## src/rtl/usb_pkg.sv

```systemverilog
`default_nettype none
// ============================================================================
// usb_pkg: shared state encoding, SYNC pattern and J/K line levels for USB TX.
// Revision: 1.0
// ============================================================================
package usb_pkg;

  typedef enum logic [2:0] {
    IDLE    = 3'd0,
    SYNC    = 3'd1,
    DATA    = 3'd2,
    STUFF   = 3'd3,
    EOP_SE0 = 3'd4,
    EOP_J   = 3'd5
  } usb_tx_state_t;

  localparam logic [7:0] SYNC_PATTERN = 8'b0000_0001;

  // {D+, D-} for each idle/differential level
  localparam logic [1:0] FS_J     = 2'b10;
  localparam logic [1:0] FS_K     = 2'b01;
  localparam logic [1:0] LS_J     = 2'b01;
  localparam logic [1:0] LS_K     = 2'b10;
  localparam logic [1:0] LINE_SE0 = 2'b00;

  function automatic logic [1:0] line_code(input logic ls, input logic k);
    if (k) return ls ? LS_K : FS_K;
    return ls ? LS_J : FS_J;
  endfunction

endpackage
`default_nettype wire

```

## src/rtl/usb_nrzi_tx_if.sv

```systemverilog
`default_nettype none
// ============================================================================
// usb_nrzi_tx_if: per-bit valid/ready stream from the packet serialiser.
// Revision: 1.0
// ============================================================================
interface usb_nrzi_tx_if;
  logic bit_in;
  logic bit_last;
  logic bit_valid;
  logic bit_ready;

  modport master (output bit_in, output bit_last, output bit_valid, input  bit_ready);
  modport slave  (input  bit_in, input  bit_last, input  bit_valid, output bit_ready);
endinterface
`default_nettype wire

```

## src/rtl/flex_counter.sv

```systemverilog
`default_nettype none
// ============================================================================
// flex_counter: up-counter wrapping to zero after rollover_val; clear wins.
// Revision: 1.0
// ============================================================================
module flex_counter #(
  parameter int NUM_CNT_BITS = 4
) (
  input  logic                    clk,
  input  logic                    n_rst,
  input  logic                    clear,
  input  logic                    count_enable,
  input  logic [NUM_CNT_BITS-1:0] rollover_val,
  output logic [NUM_CNT_BITS-1:0] count_out
);

  always_ff @(posedge clk or negedge n_rst) begin
    if (!n_rst) begin
      count_out <= '0;
    end else if (clear) begin
      count_out <= '0;
    end else if (count_enable) begin
      count_out <= (count_out == rollover_val) ? '0 : count_out + 1'b1;
    end
  end

endmodule
`default_nettype wire

```

## src/rtl/usb_nrzi_tx.sv

```systemverilog
`default_nettype none
// ============================================================================
// usb_nrzi_tx: USB NRZI line encoder with bit stuffing and SE0/J end-of-packet.
// Define USB_TX_SYNC_EN to prepend the 8-bit SYNC pattern in hardware.
// Revision: 1.0
// ============================================================================
module usb_nrzi_tx
  import usb_pkg::*;
#(
  parameter int CLKS_PER_BIT = 4,
  parameter int STUFF_LEN    = 6,
  parameter int EOP_SE0_BITS = 2,
  parameter int EOP_J_BITS   = 1
) (
  input  logic         clk,
  input  logic         n_rst,
  input  logic         low_speed,
  input  logic         pkt_start,
  usb_nrzi_tx_if.slave bus,
  output logic         d_plus_out,
  output logic         d_minus_out,
  output logic         tx_oe,
  output logic         busy,
  output logic         done,
  output logic         underrun
);

  localparam int EOP_MAX  = (EOP_SE0_BITS > EOP_J_BITS) ? EOP_SE0_BITS : EOP_J_BITS;
  localparam int SLOT_MAX = (EOP_MAX > 8) ? EOP_MAX : 8;
  localparam int BIT_CW   = $clog2(CLKS_PER_BIT);
  localparam int SLOT_CW  = $clog2(SLOT_MAX + 1);
  localparam int ONES_W   = $clog2(STUFF_LEN + 1);

  localparam logic [BIT_CW-1:0]  BIT_LAST = BIT_CW'(CLKS_PER_BIT - 1);
  localparam logic [SLOT_CW-1:0] SE0_LAST = SLOT_CW'(EOP_SE0_BITS - 1);
  localparam logic [SLOT_CW-1:0] J_LAST   = SLOT_CW'(EOP_J_BITS - 1);
  localparam logic [ONES_W-1:0]  ONES_MAX = ONES_W'(STUFF_LEN);

  usb_tx_state_t      state, state_n;
  logic [BIT_CW-1:0]  bit_cnt;
  logic [SLOT_CW-1:0] slot_cnt;
  logic [ONES_W-1:0]  ones, ones_n;
  logic               level, level_n;
  logic               sent_last, last_n;
  logic               pol, pol_n;
  logic               oe_n, done_n, under_n;
  logic               slot_end, stuff_due, ready;
  logic               go_data, tx_en, tx_bit, tx_stuff;
  logic [1:0]         line_n;

  flex_counter #(.NUM_CNT_BITS(BIT_CW)) u_bit_cnt (
    .clk          (clk),
    .n_rst        (n_rst),
    .clear        (state == IDLE),
    .count_enable (1'b1),
    .rollover_val (BIT_LAST),
    .count_out    (bit_cnt)
  );

  // Counts slots within the current state; restarts on every state change.
  flex_counter #(.NUM_CNT_BITS(SLOT_CW)) u_slot_cnt (
    .clk          (clk),
    .n_rst        (n_rst),
    .clear        (state_n != state),
    .count_enable (slot_end),
    .rollover_val ({SLOT_CW{1'b1}}),
    .count_out    (slot_cnt)
  );

  assign slot_end      = (state == IDLE) ? pkt_start : (bit_cnt == BIT_LAST);
  assign stuff_due     = (ones == ONES_MAX);
  assign busy          = (state != IDLE);
  assign bus.bit_ready = ready;

  always_comb begin
    state_n  = state;
    level_n  = level;
    ones_n   = ones;
    last_n   = sent_last;
    pol_n    = pol;
    oe_n     = tx_oe;
    done_n   = 1'b0;
    under_n  = 1'b0;
    ready    = 1'b0;
    go_data  = 1'b0;
    tx_en    = 1'b0;
    tx_bit   = 1'b0;
    tx_stuff = 1'b0;
    if (slot_end) begin
      case (state)
        IDLE: begin
          pol_n = low_speed;
          oe_n  = 1'b1;
`ifdef USB_TX_SYNC_EN
          state_n = SYNC;
          tx_en   = 1'b1;
          tx_bit  = SYNC_PATTERN[7];
`else
          go_data = 1'b1;
`endif
        end
`ifdef USB_TX_SYNC_EN
        SYNC: begin
          if (slot_cnt[2:0] != 3'd7) begin
            tx_en  = 1'b1;
            tx_bit = SYNC_PATTERN[3'd6 - slot_cnt[2:0]];
          end else if (stuff_due) begin
            state_n  = STUFF;
            tx_stuff = 1'b1;
          end else begin
            go_data = 1'b1;
          end
        end
`endif
        DATA: begin
          if (stuff_due) begin
            state_n  = STUFF;
            tx_stuff = 1'b1;
          end else if (sent_last) begin
            state_n = EOP_SE0;
          end else begin
            go_data = 1'b1;
          end
        end
        STUFF: begin
          if (sent_last) state_n = EOP_SE0;
          else           go_data = 1'b1;
        end
        EOP_SE0: begin
          if (slot_cnt == SE0_LAST) state_n = EOP_J;
        end
        EOP_J: begin
          if (slot_cnt == J_LAST) begin
            state_n = IDLE;
            oe_n    = 1'b0;
            done_n  = 1'b1;
            level_n = 1'b0;
            ones_n  = '0;
            last_n  = 1'b0;
          end
        end
        default: state_n = IDLE;
      endcase

      // A missing bit at a data slot truncates the packet straight into EOP.
      if (go_data) begin
        ready = 1'b1;
        if (bus.bit_valid) begin
          state_n = DATA;
          tx_en   = 1'b1;
          tx_bit  = bus.bit_in;
          last_n  = bus.bit_last;
        end else begin
          state_n = EOP_SE0;
          under_n = 1'b1;
        end
      end

      if (tx_en) begin
        if (tx_bit) begin
          ones_n = ones + 1'b1;
        end else begin
          ones_n  = '0;
          level_n = ~level;
        end
      end
      if (tx_stuff) begin
        ones_n  = '0;
        level_n = ~level;
      end
    end
  end

  always_comb begin
    line_n = line_code(pol_n, level_n);
    if (state_n == EOP_SE0)                        line_n = LINE_SE0;
    else if (state_n == EOP_J || state_n == IDLE) line_n = line_code(pol_n, 1'b0);
  end

  always_ff @(posedge clk or negedge n_rst) begin
    if (!n_rst) state <= IDLE;
    else        state <= state_n;
  end

  always_ff @(posedge clk or negedge n_rst) begin
    if (!n_rst) begin
      level                     <= 1'b0;
      ones                      <= '0;
      sent_last                 <= 1'b0;
      pol                       <= 1'b0;
      tx_oe                     <= 1'b0;
      done                      <= 1'b0;
      underrun                  <= 1'b0;
      {d_plus_out, d_minus_out} <= FS_J;
    end else begin
      level                     <= level_n;
      ones                      <= ones_n;
      sent_last                 <= last_n;
      pol                       <= pol_n;
      tx_oe                     <= oe_n;
      done                      <= done_n;
      underrun                  <= under_n;
      {d_plus_out, d_minus_out} <= line_n;
    end
  end

endmodule
`default_nettype wire

```

## src/flat_wrapper.sv

```systemverilog
// flat-port wrapper written by rule: the top's interface ports become plain ports
module usb_nrzi_tx_flat import usb_pkg::*;
#(
  parameter int CLKS_PER_BIT = 4,
  parameter int STUFF_LEN    = 6,
  parameter int EOP_SE0_BITS = 2,
  parameter int EOP_J_BITS   = 1
)
  (clk, n_rst, low_speed, pkt_start, d_plus_out, d_minus_out, tx_oe, busy, done, underrun, bus_bit_in, bus_bit_last, bus_bit_valid, bus_bit_ready);
  usb_nrzi_tx_if bus_i ();
  input  logic clk;
  input  logic n_rst;
  input  logic low_speed;
  input  logic pkt_start;
  output logic d_plus_out;
  output logic d_minus_out;
  output logic tx_oe;
  output logic busy;
  output logic done;
  output logic underrun;
  input wire logic [$bits(bus_i.bit_in)-1:0] bus_bit_in;
  input wire logic [$bits(bus_i.bit_last)-1:0] bus_bit_last;
  input wire logic [$bits(bus_i.bit_valid)-1:0] bus_bit_valid;
  output wire logic [$bits(bus_i.bit_ready)-1:0] bus_bit_ready;
  assign bus_i.bit_in = bus_bit_in;
  assign bus_i.bit_last = bus_bit_last;
  assign bus_i.bit_valid = bus_bit_valid;
  assign bus_bit_ready = bus_i.bit_ready;
  usb_nrzi_tx #(.CLKS_PER_BIT(CLKS_PER_BIT), .STUFF_LEN(STUFF_LEN), .EOP_SE0_BITS(EOP_SE0_BITS), .EOP_J_BITS(EOP_J_BITS)) u_core (.clk(clk), .n_rst(n_rst), .low_speed(low_speed), .pkt_start(pkt_start), .bus(bus_i), .d_plus_out(d_plus_out), .d_minus_out(d_minus_out), .tx_oe(tx_oe), .busy(busy), .done(done), .underrun(underrun));
endmodule
```

## config.mk

```make
export PLATFORM = sky130hd
export DESIGN_NAME = usb_nrzi_tx_flat
export DESIGN_NICKNAME = d
export VERILOG_FILES = /design/src/rtl/usb_pkg.sv /design/src/rtl/usb_nrzi_tx_if.sv /design/src/rtl/flex_counter.sv /design/src/rtl/usb_nrzi_tx.sv /design/src/flat_wrapper.sv
export SDC_FILE = /design/constraint.sdc
export NUM_CORES = 1
export LEC_CHECK = 0
export CAP_MARGIN = 10
export CORE_ASPECT_RATIO = 0.7
export CORE_MARGIN = 2
export CORE_UTILIZATION = 50
export CTS_BUF_LIST = sky130_fd_sc_hd__clkbuf_8
export DETAILED_ROUTE_END_ITERATION = 10
export PLACE_DENSITY = 0.72
export RECOVER_POWER = 50
export SLEW_MARGIN = 20
export SYNTH_ARGS = -nofsm -noshare
export SYNTH_HDL_FRONTEND = slang
export SYNTH_HIERARCHICAL = 1
export SYNTH_SLANG_ARGS = --single-unit
```

## constraint.sdc

```tcl
create_clock -name clk -period 2.15 [get_ports clk]
set_input_delay 0.215 -clock clk [delete_from_list [all_inputs] [get_ports clk]]
set_output_delay 0.215 -clock clk [all_outputs]
set_load 0.005 [all_outputs]
```

==> results_dict.tcl, run 1 <==
set metrics [dict create \
    syn_to_final_growth_pct 29.0 \
    hold_viol 0 \
    drive_gt1_share_pct 17.1 \
    clock_latency_ns 0.26 \
    ys_types 45 \
    die_h_um 46.2 \
    synthTopCellsByCount "dfrtp_1, nand2_1, a21oi_1, nand2b_1, inv_1" \
    relSlewSlack_pct 27.4 \
    postLayoutCoreUtil_pct 67.1 \
    routed_wl_um 2930 \
    netlist.area_leader.share_pct 37.4 \
    max_freq_mhz 479 \
    syn-instance-count 138 \
    total_power_mw 1.75 \
    critPathMaxFanout 5 \
    skew_ns 0.00288 \
    p_leak_nw 0.771 \
    yosysWarnings 6 \
    cp-end-kind "flip-flop" \
    wl_per_cell_um 14.0 \
    dieArea_mm2 0.00297 \
    initial_core_util_pct 52.1 \
    rsz0062_at_grt "no" \
    path_clk_slew_ns 0.08 \
    worstPathCellList "inv_1, ha_1, nand4b_1, a221oi_2, mux2i_2, nand2_2, mux2_4" \
    setup_viol 0 \
    fin_crit_sh_pct 97.0 \
    cap_viol_max_count 0 \
    drtIter0Drc 68 \
    h-tree-depth 1 \
    finalCriticalPeriod_ns 2.09 \
    tns_ns 0 \
    ant_nets 0 \
    synthArstFlopShare_pct 100 \
    core_mm2 0.00244 \
    max_stage_delay_ns 0.41 \
    track_usage_pct 21.4 \
    avgSynthCellArea_um2 9.20 \
    firstDrtPassIters 4 \
    power_density_mw_per_mm2 1070 \
    startpoint_type "flip-flop" \
    vias_per_cell 5.60 \
    synth_area_mm2 0.00127 \
    drv_slew 0 \
    cts_tree "built" \
    grt_pass1_vias 1069 \
    hold_buffers 0 \
    cp_data_arrival_time_ns 2.27 \
    ioPinCount 14 \
    num-fill-cells 209 \
    min_path_type "flip-flop to flip-flop" \
    nets 186 \
    numCtsBuffers 3 \
    root_buffer "clkbuf_8" \
    globalplace.congestion 0.898 \
    dp_hpwl_um 2130 \
    post-synth-top-count-cell "dfrtp_1" \
    crit_slowest_cell "dfrtp_1" \
    synth-edff-count 0 \
    vias 1170 \
    grt_remaining_overflow 0 \
    drc 0 \
    synth_area_leaders "dfrtp_1, nand2b_1, a21oi_1" \
    antenna_found_initial 0 \
    die_x_um 64.2 \
    seq_area_frac_synth_pct 39.5 \
    grt_pass1_wl_um 4790 \
    holdWs_ns 0.526 \
    ir_worst_vdd_v 0.000666 \
    cp.required_ns 2.34 \
    synth-seq-cells 20 \
    cts.sinks 20 \
    status "finished, final reports clean" \
    path_class "flip-flop to flip-flop" \
    placementRows 15 \
    io_buffer_count 13 \
    synthFlopType "dfrtp_1" \
    grt_start_max_net_pins 21 \
    worst_slew_pin_slew_ns 1.09 \
    ctsLongestPathBuffers 2 \
    yosys.area.top_type "dfrtp_1" \
    n_antenna_cell 0 \
]
[sequential cells by signal, indices dropped and copies added (netlist names)]
| name | count |
|---|---|
| u_core/sent_last | 1 |
| u_core/level | 1 |
| u_core/done | 1 |
| u_core/state | 3 |
| u_core/underrun | 1 |
| u_core/d_plus_out | 1 |
| u_core/pol | 1 |
| u_core/tx_oe | 1 |
| u_core/u_slot_cnt/count_out | 4 |
| u_core/d_minus_out | 1 |
| u_core/ones | 3 |
| u_core/u_bit_cnt/count_out | 2 |
[final cells by class]
| cell class | instances | area (um^2) | share of cell area, % |
|---|---|---|---|
| Multi-Input combinational cell | 119 | 779 | 47.6 |
| Sequential cell | 20 | 503 | 30.7 |
| Timing Repair Buffer | 24 | 211 | 12.9 |
| Tap cell | 34 | 42.5 | 2.60 |
| Clock buffer | 3 | 41.3 | 2.52 |
| Clock inverter | 1 | 30.0 | 1.83 |
| Inverter | 8 | 30.0 | 1.83 |
[report_power, final]
| group | switching (mW) | total (mW) | internal [mW] |
|---|---|---|---|
| clock network | 0.126 | 0.374 | 0.248 |
| registers | 0.172 | 0.661 | 0.489 |
| logic | 0.357 | 0.711 | 0.354 |
[critical path, delay by kind of cell, from the launching register on]
kind	cells	cell delay [ns]
compound gates	1	0.38
fa+ha+maj	1	0.16
buf+inv	1	0.07
flops	1	0.41
mux	2	0.63
simple gates	2	0.37
[worst paths after layout]
| check | endpoint | depth (start not counted) | slack [ns] | start |
|---|---|---|---|---|
| max in group asynchronous | u_core/state[1]$_DFF_PN0_ | 2 | 0.75 | n_rst |
| worst min-delay path | u_core/ones[0]$_DFFE_PN0P_ | 1 | 0.53 | u_core/ones[0]$_DFFE_PN0P_ |
| worst max register to register | u_core/d_plus_out$_DFF_PN1_ | 7 | 0.06 | u_core/ones[0]$_DFFE_PN0P_ |
| worst min register to register | u_core/ones[0]$_DFFE_PN0P_ | 1 | 0.53 | u_core/ones[0]$_DFFE_PN0P_ |
| min in group asynchronous | u_core/ones[0]$_DFFE_PN0P_ | 2 | 0.67 | n_rst |
| worst max-delay path | u_core/d_plus_out$_DFF_PN1_ | 7 | 0.06 | u_core/ones[0]$_DFFE_PN0P_ |
[cell usage in the layout (no fill, tap or decap), types with 2 or more instances in the layout]
cell type,Yosys,routed
dfrtp_1,19,18
conb_1,1,14
nand2_1,11,11
clkdlybuf4s50_1,0,10
buf_4,1,10
nand2b_1,9,9
a21oi_1,9,9
inv_1,8,8
o21ai_0,7,7
nand3_1,7,7
nor2b_1,6,6
nor2_1,7,6
a31oi_1,5,5
xnor2_1,4,4
clkbuf_8,0,3
nand3b_1,3,3
ha_1,3,3
dlygate4sd3_1,0,2
mux2_4,2,2
nor3_1,2,2
o2bb2ai_1,2,2
mux2i_1,3,2
[stage by stage]
step	instance area (um^2)	worst slack, ns	std cells
after floorplan	1320	0.174	151
after global placement	1540	0.0939	204
after detailed placement	1540	0.0216	204
after CTS	1620	0.0102	208
after global routing	1640	0.00637	209
final	1640	0.0640	209
[layer usage]
layer	share of wire, %	global-route usage, %
met1	46	27.4
met2	48	36.9
met3	5.0	6.11
met4	1.3	4.68
met5	0	0
[cells by family after synthesis]
logic type | count (synthesis) | share of synthesized area (%)
flip-flops | 20 | 39.5
multiplexers | 6 | 5.62
AO/OA/AOI/OAI | 34 | 18.0
buffers and inverters | 12 | 4.14
adder cells (fa/ha/maj) | 3 | 2.96
XOR/XNOR | 5 | 3.45
AND/OR/NAND/NOR | 57 | 26.0
other | 1 | 0.295
[what timing repair did]
item,in CTS,in global routing
setup buffers,0,1
endpoints found under the setup margin,1,2
gates cloned,0,0
gates resized for setup,2,4
pin swaps,0,3
Power figures use the tool's default switching activity.
==> run 2: changes to the inputs <==
--- a/config.mk
+++ b/config.mk
@@ -7,11 +7,9 @@
 export LEC_CHECK = 0
 export CAP_MARGIN = 10
 export CORE_ASPECT_RATIO = 0.7
-export CORE_MARGIN = 2
-export CORE_UTILIZATION = 50
+export CORE_UTILIZATION = 25
 export CTS_BUF_LIST = sky130_fd_sc_hd__clkbuf_8
 export DETAILED_ROUTE_END_ITERATION = 10
-export PLACE_DENSITY = 0.72
 export RECOVER_POWER = 50
 export SLEW_MARGIN = 20
 export SYNTH_ARGS = -nofsm -noshare
==> results_dict.tcl, run 2 (synthesized netlist as in run 1, its figures left out) <==
set metrics [dict create \
    skew_ns 0.00212 \
    nets 195 \
    track_usage_pct 11.9 \
    drive_gt1_share_pct 21.2 \
    ioPinCount 14 \
    grt_use_met1_pct 17.3 \
    die_h_um 61.6 \
    drv_slew 0 \
    fin_crit_sh_pct 97.6 \
    h-tree-depth 1 \
    dieArea_mm2 0.00537 \
    cts.sinks 20 \
    routed_wl_um 2920 \
    worst_slew_pin_slew_ns 1.14 \
    holdWs_ns 0.510 \
    gr-usage-met3_pct 4.69 \
    num-fill-cells 513 \
    grt_pass1_wl_um 4790 \
    path_class "flip-flop to flip-flop" \
    grt_pass1_vias 999 \
    ant_nets 0 \
    total_power_mw 1.79 \
    max_freq_mhz 476 \
    crit_start "u_core/ones[0]$_DFFE_PN0P_" \
    drc 0 \
    reg2reg_to "u_core/d_plus_out$_DFF_PN1_" \
    syn_to_final_growth_pct 37.5 \
    status "finished, final reports clean" \
    dp_hpwl_um 2030 \
    clock_latency_ns 0.26 \
    r2r-start "u_core/ones[0]$_DFFE_PN0P_" \
    p_leak_nw 0.807 \
    numCtsBuffers 3 \
    top_register "u_core/u_slot_cnt/count_out" \
    hold_viol 0 \
    core_mm2 0.00483 \
    globalplace.congestion 0.911 \
    wl_per_cell_um 11.5 \
    final_cell_mix "buf_4, dfrtp_1, conb_1" \
    vias_per_cell 4.32 \
    n_antenna_cell 0 \
    cp-end-kind "flip-flop" \
    ctsLongestPathBuffers 2 \
    root_buffer "clkbuf_8" \
    power_density_mw_per_mm2 1020 \
    drtIter0Drc 73 \
    cap_viol_max_count 0 \
    hold_start "u_core/level$_DFF_PN0_" \
    initial_core_util_pct 26.3 \
    antenna_found_initial 0 \
    rr_worst_depth 9 \
    ir_worst_vdd_v 0.000422 \
    finalCriticalPeriod_ns 2.10 \
    grt_use_met2_pct 16.5 \
    io_buffer_count 13 \
    startpoint_type "flip-flop" \
    firstDrtPassIters 4 \
    cp.required_ns 2.35 \
    vias 1093 \
    rrSetupSlack_ns 0.05 \
    place_area_mm2 0.00162 \
    cp_data_arrival_time_ns 2.29 \
    die_x_um 87.2 \
    cts_tree "built" \
    final_common_cell "buf_4" \
    critPathMaxFanout 2 \
    grt_remaining_overflow 0 \
    grt_start_max_net_pins 21 \
    crit_path_end "u_core/d_plus_out$_DFF_PN1_" \
    relSlewSlack_pct 24.1 \
    path_clk_slew_ns 0.08 \
    top_regs "u_core/u_slot_cnt/count_out x4, u_core/ones x3, u_core/state x3" \
    final_area_mm2 0.00175 \
    busiest_layer "met1" \
    setup_viol 0 \
    tns_ns 0 \
    placementRows 21 \
    largest_reg_flops 4 \
    min_path_type "flip-flop to flip-flop" \
]
[run 2: final cells by class]
class	count	area, um^2	share of cell area [%]
multi-input cells	119	779	44.6
flip-flops and latches	20	504	28.9
repair buffers	33	275	15.8
well taps	69	86.3	4.94
clock buffers	3	41.3	2.36
clock inverters	1	30.0	1.72
inverters	8	30.0	1.72
[run 2: repair_timing]
| item | CTS | global route |
|---|---|---|
| resized for setup | 2 | 5 |
| hold endpoints to repair | 0 | 0 |
| hold buffers | 0 | 0 |
| buffers inserted | 3 | 3 |
| setup endpoints to repair | 1 | 1 |
| pin swaps | 0 | 2 |
[run 2: critical path: stages (launching register included)]
cell and delay [ns]:
dfrtp_1 0.39, inv_1 0.06, ha_1 0.18, nand3b_1 0.13
buf_4 0.16, a41o_1 0.22, a221o_1 0.37, o21ai_2 0.14
nand2_2 0.08, mux2_4 0.30
[run 2: routing by layer]
metal	routed length (um)	up-vias
met3	204	0
met4	0	0
met1	1630	496
li1	-	567
met2	1090	30
met5	0	-
[run 2: how the worst min path moves through the flow]
stage	endpoint	slack (ns)	depth (start not counted)
4_1_cts	u_core/ones[2]$_DFFE_PN0P_	0.30	2
3_5_place_dp	u_core/level$_DFF_PN0_	0.49	1
6_report	u_core/level$_DFF_PN0_	0.51	1
3_3_place_gp	u_core/level$_DFF_PN0_	0.48	1
5_1_grt	u_core/level$_DFF_PN0_	0.52	1
2_1_floorplan	u_core/d_minus_out$_DFF_PN0_	-0.08	0
[run 2: metrics by stage]
stage	util (%)	worst slack, ns	cells
6_report	36.1	0.0507	253
5_1_grt	36.1	-0.0254	253
4_1_cts	35.6	0.00321	250
3_5_place_dp	33.5	0.0485	243
3_3_place_gp	33.5	0.0770	243
2_1_floorplan	-	0.174	151
[run 2: power breakdown]
part | switching, mW | leakage, nW | internal, mW
Clock | 0.131 | 0.0357 | 0.249
Combinational | 0.378 | 0.531 | 0.399
Sequential | 0.140 | 0.240 | 0.491
